File: config.mk
export PLATFORM = sky130hd
export DESIGN_NAME = cla_nibble_sched_flat
export DESIGN_NICKNAME = d
export VERILOG_FILES = /design/src/rtl/cla_sched_pkg.sv /design/src/rtl/cla_nibble_sched_if.sv /design/src/rtl/cla_nibble_sched_nibble_cla.sv /design/src/rtl/cla_nibble_sched.sv /design/src/flat_wrapper.sv
export SDC_FILE = /design/constraint.sdc
export NUM_CORES = 1
export LEC_CHECK = 0
export BUFFER_PORTS_ARGS = -buffer_cell sky130_fd_sc_hd__buf_4
export CAP_MARGIN = 10
export CORE_MARGIN = 3
export CORE_UTILIZATION = 46
export DETAILED_ROUTE_END_ITERATION = 10
export PLACE_DENSITY = 0.7
export REMOVE_ABC_BUFFERS = 1
export SLEW_MARGIN = 10
export SYNTH_ARGS = -nofsm -noshare
export SYNTH_HDL_FRONTEND = slang
export SYNTH_HIERARCHICAL = 1
export SYNTH_SLANG_ARGS = --single-unit
File: constraint.sdc
create_clock -name clk -period 3.5 [get_ports clk]
set_input_delay 0.7 -clock clk [delete_from_list [all_inputs] [get_ports clk]]
set_output_delay 0.7 -clock clk [all_outputs]
set_load 0.005 [all_outputs]
File: src/rtl/cla_sched_pkg.sv
// Shared definitions for the nibble-serial carry-lookahead add sequencer.
package cla_sched_pkg;
    localparam int NIBBLE = 4;

    typedef enum logic [1:0] {IDLE, RUN, DONE} state_t;

    function automatic int beats(input int width);
        return width / NIBBLE;
    endfunction
endpackage

File: src/rtl/cla_nibble_sched_if.sv
// Request/response bundle between two operand sources, the add sequencer and its consumer.
interface cla_nibble_sched_if #(parameter int WIDTH = 16);
    logic             req0_valid;
    logic             req0_ready;
    logic [WIDTH-1:0] req0_a;
    logic [WIDTH-1:0] req0_b;
    logic             req0_cin;
    logic             req1_valid;
    logic             req1_ready;
    logic [WIDTH-1:0] req1_a;
    logic [WIDTH-1:0] req1_b;
    logic             req1_cin;
    logic             rsp_valid;
    logic             rsp_ready;
    logic             rsp_id;
    logic [WIDTH-1:0] rsp_sum;
    logic             rsp_cout;
    logic             busy;

    modport master (
        output req0_valid, req0_a, req0_b, req0_cin,
        output req1_valid, req1_a, req1_b, req1_cin,
        output rsp_ready,
        input  req0_ready, req1_ready, rsp_valid, rsp_id, rsp_sum, rsp_cout, busy
    );

    modport slave (
        input  req0_valid, req0_a, req0_b, req0_cin,
        input  req1_valid, req1_a, req1_b, req1_cin,
        input  rsp_ready,
        output req0_ready, req1_ready, rsp_valid, rsp_id, rsp_sum, rsp_cout, busy
    );
endinterface

File: src/rtl/cla_nibble_sched_nibble_cla.sv
// Combinational 4-bit carry-lookahead adder slice.
module nibble_cla (
    input  logic [3:0] a,
    input  logic [3:0] b,
    input  logic       cin,
    output logic [3:0] s,
    output logic       cout
);
    logic [3:0] g, p;
    logic [3:0] c;

    assign g = a & b;
    assign p = a ^ b;

    // All carries from generate/propagate terms, no ripple through the slice.
    assign c[0] = cin;
    assign c[1] = g[0] | (p[0] & cin);
    assign c[2] = g[1] | (p[1] & g[0]) | (p[1] & p[0] & cin);
    assign c[3] = g[2] | (p[2] & g[1]) | (p[2] & p[1] & g[0]) | (p[2] & p[1] & p[0] & cin);
    assign cout = g[3] | (p[3] & g[2]) | (p[3] & p[2] & g[1]) | (p[3] & p[2] & p[1] & g[0])
                | (p[3] & p[2] & p[1] & p[0] & cin);
    assign s    = p ^ c;
endmodule

File: src/rtl/cla_nibble_sched.sv
// Round-robin arbiter plus sequencer that pushes a WIDTH-bit add through one 4-bit CLA slice,
// one nibble per cycle, and returns the result on a valid/ready response.
module cla_nibble_sched
    import cla_sched_pkg::*;
#(
    parameter int WIDTH = 16
) (
    input  logic                clk,
    input  logic                rst,
    cla_nibble_sched_if.slave   bus
);
    localparam int BEATS = beats(WIDTH);
    localparam int BW    = (BEATS > 1) ? $clog2(BEATS) : 1;

    state_t           state;
    logic [WIDTH-1:0] a_q, b_q, sum_q, sum_nxt;
    logic [BW-1:0]    beat;
    logic             carry_q, id_q, last_id;
    logic             grant, accept;
    logic             rsp_valid_q, rsp_id_q, rsp_cout_q;
    logic [WIDTH-1:0] rsp_sum_q;
    logic [NIBBLE-1:0] slice_s;
    logic             slice_c;

    // On a tie the requester that was not served last wins.
    always_comb begin
        grant = bus.req1_valid;
        if (bus.req0_valid && bus.req1_valid)
            grant = ~last_id;
    end

    assign bus.req0_ready = (state == IDLE) && bus.req0_valid && !grant;
    assign bus.req1_ready = (state == IDLE) && bus.req1_valid &&  grant;
    assign accept         = bus.req0_ready | bus.req1_ready;

    nibble_cla u_slice (
        .a    (a_q[NIBBLE*beat +: NIBBLE]),
        .b    (b_q[NIBBLE*beat +: NIBBLE]),
        .cin  (carry_q),
        .s    (slice_s),
        .cout (slice_c)
    );

    always_comb begin
        sum_nxt = sum_q;
        sum_nxt[NIBBLE*beat +: NIBBLE] = slice_s;
    end

    always_ff @(posedge clk) begin
        if (rst) begin
            state       <= IDLE;
            last_id     <= 1'b1;
            a_q         <= '0;
            b_q         <= '0;
            sum_q       <= '0;
            beat        <= '0;
            carry_q     <= 1'b0;
            id_q        <= 1'b0;
            rsp_valid_q <= 1'b0;
            rsp_sum_q   <= '0;
            rsp_cout_q  <= 1'b0;
            rsp_id_q    <= 1'b0;
        end else begin
            unique case (state)
                IDLE: if (accept) begin
                    a_q     <= grant ? bus.req1_a   : bus.req0_a;
                    b_q     <= grant ? bus.req1_b   : bus.req0_b;
                    carry_q <= grant ? bus.req1_cin : bus.req0_cin;
                    id_q    <= grant;
                    last_id <= grant;
                    beat    <= '0;
                    state   <= RUN;
                end
                RUN: begin
                    sum_q   <= sum_nxt;
                    carry_q <= slice_c;
                    // Response regs are separate so the result survives the next op's RUN.
                    if (beat == BW'(BEATS-1)) begin
                        rsp_valid_q <= 1'b1;
                        rsp_sum_q   <= sum_nxt;
                        rsp_cout_q  <= slice_c;
                        rsp_id_q    <= id_q;
                        state       <= DONE;
                    end else begin
                        beat <= beat + 1'b1;
                    end
                end
                DONE: if (bus.rsp_ready) begin
                    rsp_valid_q <= 1'b0;
                    state       <= IDLE;
                end
                default: state <= IDLE;
            endcase
        end
    end

    assign bus.rsp_valid = rsp_valid_q;
    assign bus.rsp_sum   = rsp_sum_q;
    assign bus.rsp_cout  = rsp_cout_q;
    assign bus.rsp_id    = rsp_id_q;
    assign bus.busy      = (state != IDLE);
endmodule

File: src/flat_wrapper.sv
// flat-port wrapper written by rule: the top's interface ports become plain ports
module cla_nibble_sched_flat import cla_sched_pkg::*;
#(
    parameter int WIDTH = 16
)
  (clk, rst, bus_req0_valid, bus_req0_a, bus_req0_b, bus_req0_cin, bus_req1_valid, bus_req1_a, bus_req1_b, bus_req1_cin, bus_rsp_ready, bus_req0_ready, bus_req1_ready, bus_rsp_valid, bus_rsp_id, bus_rsp_sum, bus_rsp_cout, bus_busy);
  cla_nibble_sched_if #(.WIDTH(WIDTH)) bus_i ();
  input  logic clk;
  input  logic rst;
  input wire logic [$bits(bus_i.req0_valid)-1:0] bus_req0_valid;
  input wire logic [$bits(bus_i.req0_a)-1:0] bus_req0_a;
  input wire logic [$bits(bus_i.req0_b)-1:0] bus_req0_b;
  input wire logic [$bits(bus_i.req0_cin)-1:0] bus_req0_cin;
  input wire logic [$bits(bus_i.req1_valid)-1:0] bus_req1_valid;
  input wire logic [$bits(bus_i.req1_a)-1:0] bus_req1_a;
  input wire logic [$bits(bus_i.req1_b)-1:0] bus_req1_b;
  input wire logic [$bits(bus_i.req1_cin)-1:0] bus_req1_cin;
  input wire logic [$bits(bus_i.rsp_ready)-1:0] bus_rsp_ready;
  output wire logic [$bits(bus_i.req0_ready)-1:0] bus_req0_ready;
  output wire logic [$bits(bus_i.req1_ready)-1:0] bus_req1_ready;
  output wire logic [$bits(bus_i.rsp_valid)-1:0] bus_rsp_valid;
  output wire logic [$bits(bus_i.rsp_id)-1:0] bus_rsp_id;
  output wire logic [$bits(bus_i.rsp_sum)-1:0] bus_rsp_sum;
  output wire logic [$bits(bus_i.rsp_cout)-1:0] bus_rsp_cout;
  output wire logic [$bits(bus_i.busy)-1:0] bus_busy;
  assign bus_i.req0_valid = bus_req0_valid;
  assign bus_i.req0_a = bus_req0_a;
  assign bus_i.req0_b = bus_req0_b;
  assign bus_i.req0_cin = bus_req0_cin;
  assign bus_i.req1_valid = bus_req1_valid;
  assign bus_i.req1_a = bus_req1_a;
  assign bus_i.req1_b = bus_req1_b;
  assign bus_i.req1_cin = bus_req1_cin;
  assign bus_i.rsp_ready = bus_rsp_ready;
  assign bus_req0_ready = bus_i.req0_ready;
  assign bus_req1_ready = bus_i.req1_ready;
  assign bus_rsp_valid = bus_i.rsp_valid;
  assign bus_rsp_id = bus_i.rsp_id;
  assign bus_rsp_sum = bus_i.rsp_sum;
  assign bus_rsp_cout = bus_i.rsp_cout;
  assign bus_busy = bus_i.busy;
  cla_nibble_sched #(.WIDTH(WIDTH)) u_core (.clk(clk), .rst(rst), .bus(bus_i));
endmodule
==> flow_summary_export.csv, run 1 <==
group,metric,value,unit
yosys,synth.top_cell.area_share,39.3,%
setup_path,rr_endpoint,"u_core/sum_q[3]$_SDFFE_PP0P_",
yosys,synth_seq_cells,74,
sta,fmax,0.339,GHz
sta,rsz0062_at_grt,"false",
setup_path,critPathSlowestCell,"mux4_2",
placement,dpl.hpwl,5660,um
global_routing,antenna_found_initial,0,
floorplanning,die-area,9330,um2
placement,place_congestion,0.794,
cts,postCtsSetupRepairBufs,0,
cts,cts_made_buffers,9,
status,status,"finished clean",
sta,period_minus_slack,2.95,ns
sta,max_slew.worst_pin.slew,0.933,ns
sta,skew,0.00801,ns
setup_path,path_delay_family,"compound AO/OA/AOI/OAI gates",
min_path,hp-class,"flop to flop",
setup_path,reg2reg_depth,8,
cts,cts_hold_buf,0,
final_layout,fin_util,59.0,%
cts,cts.sinks,74,
floorplanning,start_util,48.1,%
final_layout,fin_nets,535,
cts,cts_tree,"built",
yosys,ys_types,46,
setup_path,cp-start-kind,"flop",
detailed_routing,antenna_left,0,
sta,hold_viol_final,0,
cts,cts_buffer_depth,2,
power_and_ir_drop,powerDensity,429,nW/um2
sta,timing.final.ws_setup,0.554,ns
floorplanning,coreArea,7850,um2
cts,path_clk_slew,0.07,ns
detailed_routing,first_pass_iters,5,
setup_path,critPathLaunch,"u_core/beat[0]$_SDFFE_PP0P_",
power_and_ir_drop,p_leak,1.89,nW
final_layout,area_delta_synth_final,22.7,%
setup_path,max_stage_delay,0.55,ns
cts,cts_resized,0,
final_layout,diodes,0,
yosys,synth_edf_count,0,
floorplanning,die_w,96.6,um
cts,h-tree-depth,3,
yosys,syn_area,3770,um2
setup_path,arrival,3.19,ns
setup_path,reg2reg_slack,0.55,ns
setup_path,endpoint_kind,"flop",
global_routing,grt_start_max_net_pins,76,
detailed_routing,drt_iter0_drc,84,
sta,setup_viol,0,
sta,period_share,84.2,%
yosys,synth_area_per_cell,10.1,um2
final_layout,multiInputGateArea,2060,um2
sta,timing.hold.ws,0.465,ns
setup_path,critical_path.endpoint,"u_core/sum_q[3]$_SDFFE_PP0P_",
setup_path,crit_required,3.74,ns
yosys,ys.flop_type,"dfxtp_1",
sta,final_max_slew_viol_count,0,
yosys,synthCells,375,
final_layout,final_common_cell,"buf_4",
final_layout,n_fill_cell,714,
floorplanning,die_h,96.6,um
global_routing,first_global_vias,2874,
global_routing,overflow,0,
min_path,min_path_cells,2,
setup_path,crit_fanout,15,
final_layout,final-seq-area,1480,um2
sta,maxSlewHeadroom,37.8,%
placement,io_buffers,92,
setup_path,crit_cells,8,
yosys,ys_warn_count,6,
yosys,synth_async_sr_flop_share,0,%
setup_path,critical_path_buf_inv_count,1,
detailed_routing,via_per_inst,5.40,
cts,root_buffer,"clkbuf_8",
detailed_routing,wl_per_cell,14.4,um
floorplanning,fp-row-count,32,
final_layout,final_cell_mix,"buf_4, dfxtp_1, nor2_1",
yosys,ys_seq_area_share,39.3,%
setup_path,path_cells,"buf_4, mux4_2, ha_1, a21o_1, a31o_1, xor2_1, a31oi_1, a211oi_1",
global_routing,grt_pass1_wl,13500,um
sta,setup_tns,0,ns
final_layout,layout-drive-gt1-share,34.5,%
detailed_routing,drcViolationCount,0,
setup_path,path_class,"flop to flop",
floorplanning,pin_count,93,
setup_path,worstReg2RegStart,"u_core/beat[0]$_SDFFE_PP0P_",
run,max_cap_violations,0,
cts,clk-insertion-delay-late,0.34,ns
power_and_ir_drop,ir_drop,212,uV
yosys,synth_largest_area_cell,"dfxtp_1",
detailed_routing,routed_wl,8070,um
global_routing,gr-usage-all-layers,18.5,%
yosys,yosys-top-cells-area,"dfxtp_1, a211oi_2, mux2i_1, nor2_1, mux4_2",
detailed_routing,vias,3026,
placement,pre_cts_ws,0.573,ns
## layer usage
metal | wire (um) | vias up | track usage [%]
met5 | 0 | - | 0
met3 | 485 | 6 | 4.96
li1 | - | 1536 | -
met2 | 3880 | 89 | 29.9
met4 | 95 | 0 | 4.91
met1 | 3610 | 1395 | 24.6
## worst min path at each step
| stage | from | to |
|---|---|---|
| floorplan | u_core/id_q$_SDFFE_PP0P_ | u_core/bus.rsp_id$_SDFFE_PP0P_ |
| global placement | u_core/bus.rsp_id$_SDFFE_PP0P_ | u_core/bus.rsp_id$_SDFFE_PP0P_ |
| detailed placement | u_core/bus.rsp_id$_SDFFE_PP0P_ | u_core/bus.rsp_id$_SDFFE_PP0P_ |
| CTS | u_core/bus.rsp_id$_SDFFE_PP0P_ | u_core/bus.rsp_id$_SDFFE_PP0P_ |
| global route | u_core/id_q$_SDFFE_PP0P_ | u_core/bus.rsp_id$_SDFFE_PP0P_ |
| finish | u_core/bus.rsp_id$_SDFFE_PP0P_ | u_core/bus.rsp_id$_SDFFE_PP0P_ |
## synthesized netlist by cell type (2+ instances only)
library cell,n
a21oi_1,9
o21ai_0,3
and4_1,2
a211oi_2,30
nor2_1,71
ha_1,10
a221oi_1,12
nor3_1,13
buf_4,5
clkbuf_1,7
buf_2,9
a31oi_1,4
nor2b_1,6
mux2i_1,32
nand2_1,12
xnor2_1,2
nor2_2,2
a21o_1,3
a211oi_1,10
a32oi_1,12
buf_6,6
dfxtp_1,74
mux4_2,8
inv_1,11
## area by class of cell
class                           instances  share of cell area, %
Inverter                               12                  0.972
Clock buffer                           14                   3.51
Timing Repair Buffer                   96                   15.6
Multi-Input combinational cell        260                   44.5
Sequential cell                        74                   32.0
Clock inverter                          2                  0.756
Tap cell                              102                   2.76
## sequential cells by signal (all words and copies together) (netlist names), 2 cells and up
name and cells:
u_core/beat 2, u_core/state 2, u_core/bus.rsp_sum 16, u_core/a_q 16
u_core/b_q 16, u_core/sum_q 16
## worst reg2reg max path: cells and delay by family (launching register included)
kind                       cells  cell delay [ns]
AOI/OAI and AO/OA              4             0.93
adders and majority gates      1             0.32
buffers and inverters          1             0.24
xor gates and xnor gates       1             0.49
DFF                            1             0.31
muxes                          1             0.56
## cell families (layout without fill, tap and decap cells)
family / count (synthesis) / after routing / synth area share [%]
compound gates: 89 / 89 / 21.8
xor+xnor: 3 / 3 / 0.696
fa+ha+maj: 11 / 11 / 3.85
buf+inv: 41 / 124 / 6.37
flops: 74 / 74 / 39.3
mux: 40 / 40 / 13.3
simple gates: 117 / 117 / 14.8
## stage by stage
step           area (um2)  total power [W]  cells
2_1_floorplan        3580          0.00119    346
3_3_place_gp         4430          0.00133    544
3_5_place_dp         4430          0.00134    544
4_1_cts              4630          0.00201    560
5_1_grt              4630          0.00209    560
6_report             4630          0.00198    560
## power breakdown
group | switching (W) | leakage [nW] | internal [W] | total (W)
sequential | 0.0000264 | 0.606 | 0.000889 | 0.000915
clock | 0.000292 | 0.101 | 0.000368 | 0.000661
combinational | 0.000226 | 1.18 | 0.000183 | 0.000409
(Power assumes the default switching activity.)
==> run 2: changes to the inputs <==
--- a/config.mk
+++ b/config.mk
@@ -10,7 +10,7 @@
 export CORE_MARGIN = 3
 export CORE_UTILIZATION = 46
 export DETAILED_ROUTE_END_ITERATION = 10
-export PLACE_DENSITY = 0.7
+export PLACE_DENSITY = 0.73
 export REMOVE_ABC_BUFFERS = 1
 export SLEW_MARGIN = 10
 export SYNTH_ARGS = -nofsm -noshare
==> constraint.sdc (replaced) <==
create_clock -name clk -period 2.5 [get_ports clk]
set_input_delay 0.5 -clock clk [delete_from_list [all_inputs] [get_ports clk]]
set_output_delay 0.5 -clock clk [all_outputs]
set_load 0.005 [all_outputs]
==> flow_summary_export.csv, run 2 (synthesized netlist as in run 1, its figures left out) <==
group,metric,value,unit
global_routing,grt_start_max_net_pins,65,
floorplanning,start_util,48.1,%
cts,postCtsSetupRepairBufs,0,
cts,cts_hold_buf,0,
power_and_ir_drop,powerDensity,610,nW/um2
sta,setup_tns,0,ns
power_and_ir_drop,ir_drop,291,uV
cts,cts.sinks,74,
floorplanning,pin_count,93,
final_layout,final_cell_mix,"buf_4, dfxtp_1, nor2_1",
setup_path,arrival,2.66,ns
placement,pre_cts_ws,-0.280,ns
floorplanning,coreArea,7850,um2
global_routing,first_global_vias,2927,
detailed_routing,vias,3071,
cts,path_clk_slew,0.08,ns
setup_path,endpoint_kind,"flop",
floorplanning,fp-row-count,32,
sta,final_max_slew_viol_count,0,
final_layout,final_common_cell,"buf_4",
setup_path,cp-start-kind,"flop",
sta,max_slew.worst_pin.slew,0.913,ns
cts,cts_tree,"built",
cts,cts_made_buffers,9,
cts,h-tree-depth,3,
floorplanning,die_h,96.6,um
run,max_cap_violations,0,
detailed_routing,via_per_inst,5.40,
placement,placed_area,4510,um2
sta,timing.final.ws_setup,0.0433,ns
global_routing,overflow,0,
detailed_routing,drt_iter0_drc,122,
sta,skew,0.00791,ns
detailed_routing,first_pass_iters,4,
global_routing,grt_pass1_wl,13500,um
min_path,hp-class,"primary input to flop",
setup_path,crit_fanout,7,
final_layout,final_cell_area,4780,um2
detailed_routing,antenna_left,0,
sta,maxSlewHeadroom,39.1,%
floorplanning,die-area,9330,um2
placement,dpl.hpwl,5970,um
sta,hold_viol_final,0,
sta,setup_viol,0,
cts,clk-insertion-delay-late,0.34,ns
placement,io_buffers,92,
floorplanning,die_w,96.6,um
final_layout,area_delta_synth_final,26.6,%
setup_path,crit_required,2.71,ns
detailed_routing,drcViolationCount,0,
setup_path,path_class,"flop to flop",
final_layout,diodes,0,
status,status,"finished clean",
final_layout,layout-drive-gt1-share,37.5,%
placement,place_congestion,0.794,
sta,period_share,98.3,%
power_and_ir_drop,total_power,0.00291,W
cts,root_buffer,"clkbuf_8",
global_routing,antenna_found_initial,0,
sta,rsz0062_at_grt,"true",
cts,cts_buffer_depth,2,
detailed_routing,routed_wl,8320,um
sta,fmax,0.407,GHz
sta,timing.hold.ws,0.440,ns
sta,period_minus_slack,2.46,ns
detailed_routing,wl_per_cell,14.6,um
power_and_ir_drop,p_leak,1.95,nW
final_layout,fin_nets,545,
global_routing,gr-usage-all-layers,18.6,%
[run 2: cell types whose count changed in the layout (fill, tap and decap cells not counted), sizes merged]
cell and delta:
bufinv +1, clkinvlp +2, buf +10, clkbuf -4
[run 2: stage by stage]
stage / std cells / util [%]
2_1_floorplan: 346 / -
3_3_place_gp: 554 / 57.5
3_5_place_dp: 554 / 57.5
4_1_cts: 569 / 60.4
5_1_grt: 569 / 60.9
6_report: 569 / 60.9
[run 2: final timing paths]
kind / endpoint / from / slack, ns / cells past startpoint
max reg2reg: u_core/bus.rsp_sum[7]$_SDFFE_PP0P_ / u_core/beat[0]$_SDFFE_PP0P_ / 0.04 / 7
min: u_core/bus.rsp_valid$_SDFFE_PP0P_ / bus_rsp_ready / 0.44 / 4
min reg2reg: u_core/bus.rsp_cout$_SDFFE_PP0P_ / u_core/bus.rsp_cout$_SDFFE_PP0P_ / 0.46 / 2
max: u_core/bus.rsp_sum[7]$_SDFFE_PP0P_ / u_core/beat[0]$_SDFFE_PP0P_ / 0.04 / 7
[run 2: cell type report]
type | instances | area [um2]
clock inverters | 5 | 80.1
well taps | 102 | 128
flip-flops and latches | 74 | 1490
clock buffers | 10 | 128
repair buffers | 106 | 800
inverters | 12 | 45.0
multi-input cells | 260 | 2110
fillers | 689 | 3070
[run 2: power breakdown]
part	switching, W	internal [W]
logic	0.000341	0.000304
registers	0.0000415	0.00124
clock network	0.000428	0.000555
[run 2: worst max-delay path, cell delays in order (launching register included)]
cell	delay (ns)
dfxtp_4	0.39
mux4_2	0.52
ha_1	0.31
a21o_1	0.22
a31o_4	0.27
xor2_4	0.19
a221oi_1	0.34
nor3_1	0.09
[run 2: timing repair]
| action | 4_1_cts | 5_1_grt |
|---|---|---|
| setup endpoints to repair | 13 | 10 |
| hold endpoints to repair | 0 | 0 |
| gates resized for setup | 3 | 7 |
| pin swaps | 0 | 3 |
[run 2: per-layer routing]
| metal | routed length, um | GRT usage [%] | vias up |
|---|---|---|---|
| li1 | - | - | 1546 |
| met1 | 3610 | 24.3 | 1443 |
| met2 | 4180 | 30.9 | 74 |
| met3 | 423 | 3.64 | 8 |
| met4 | 104 | 5.96 | 0 |
| met5 | 0 | 0 | - |
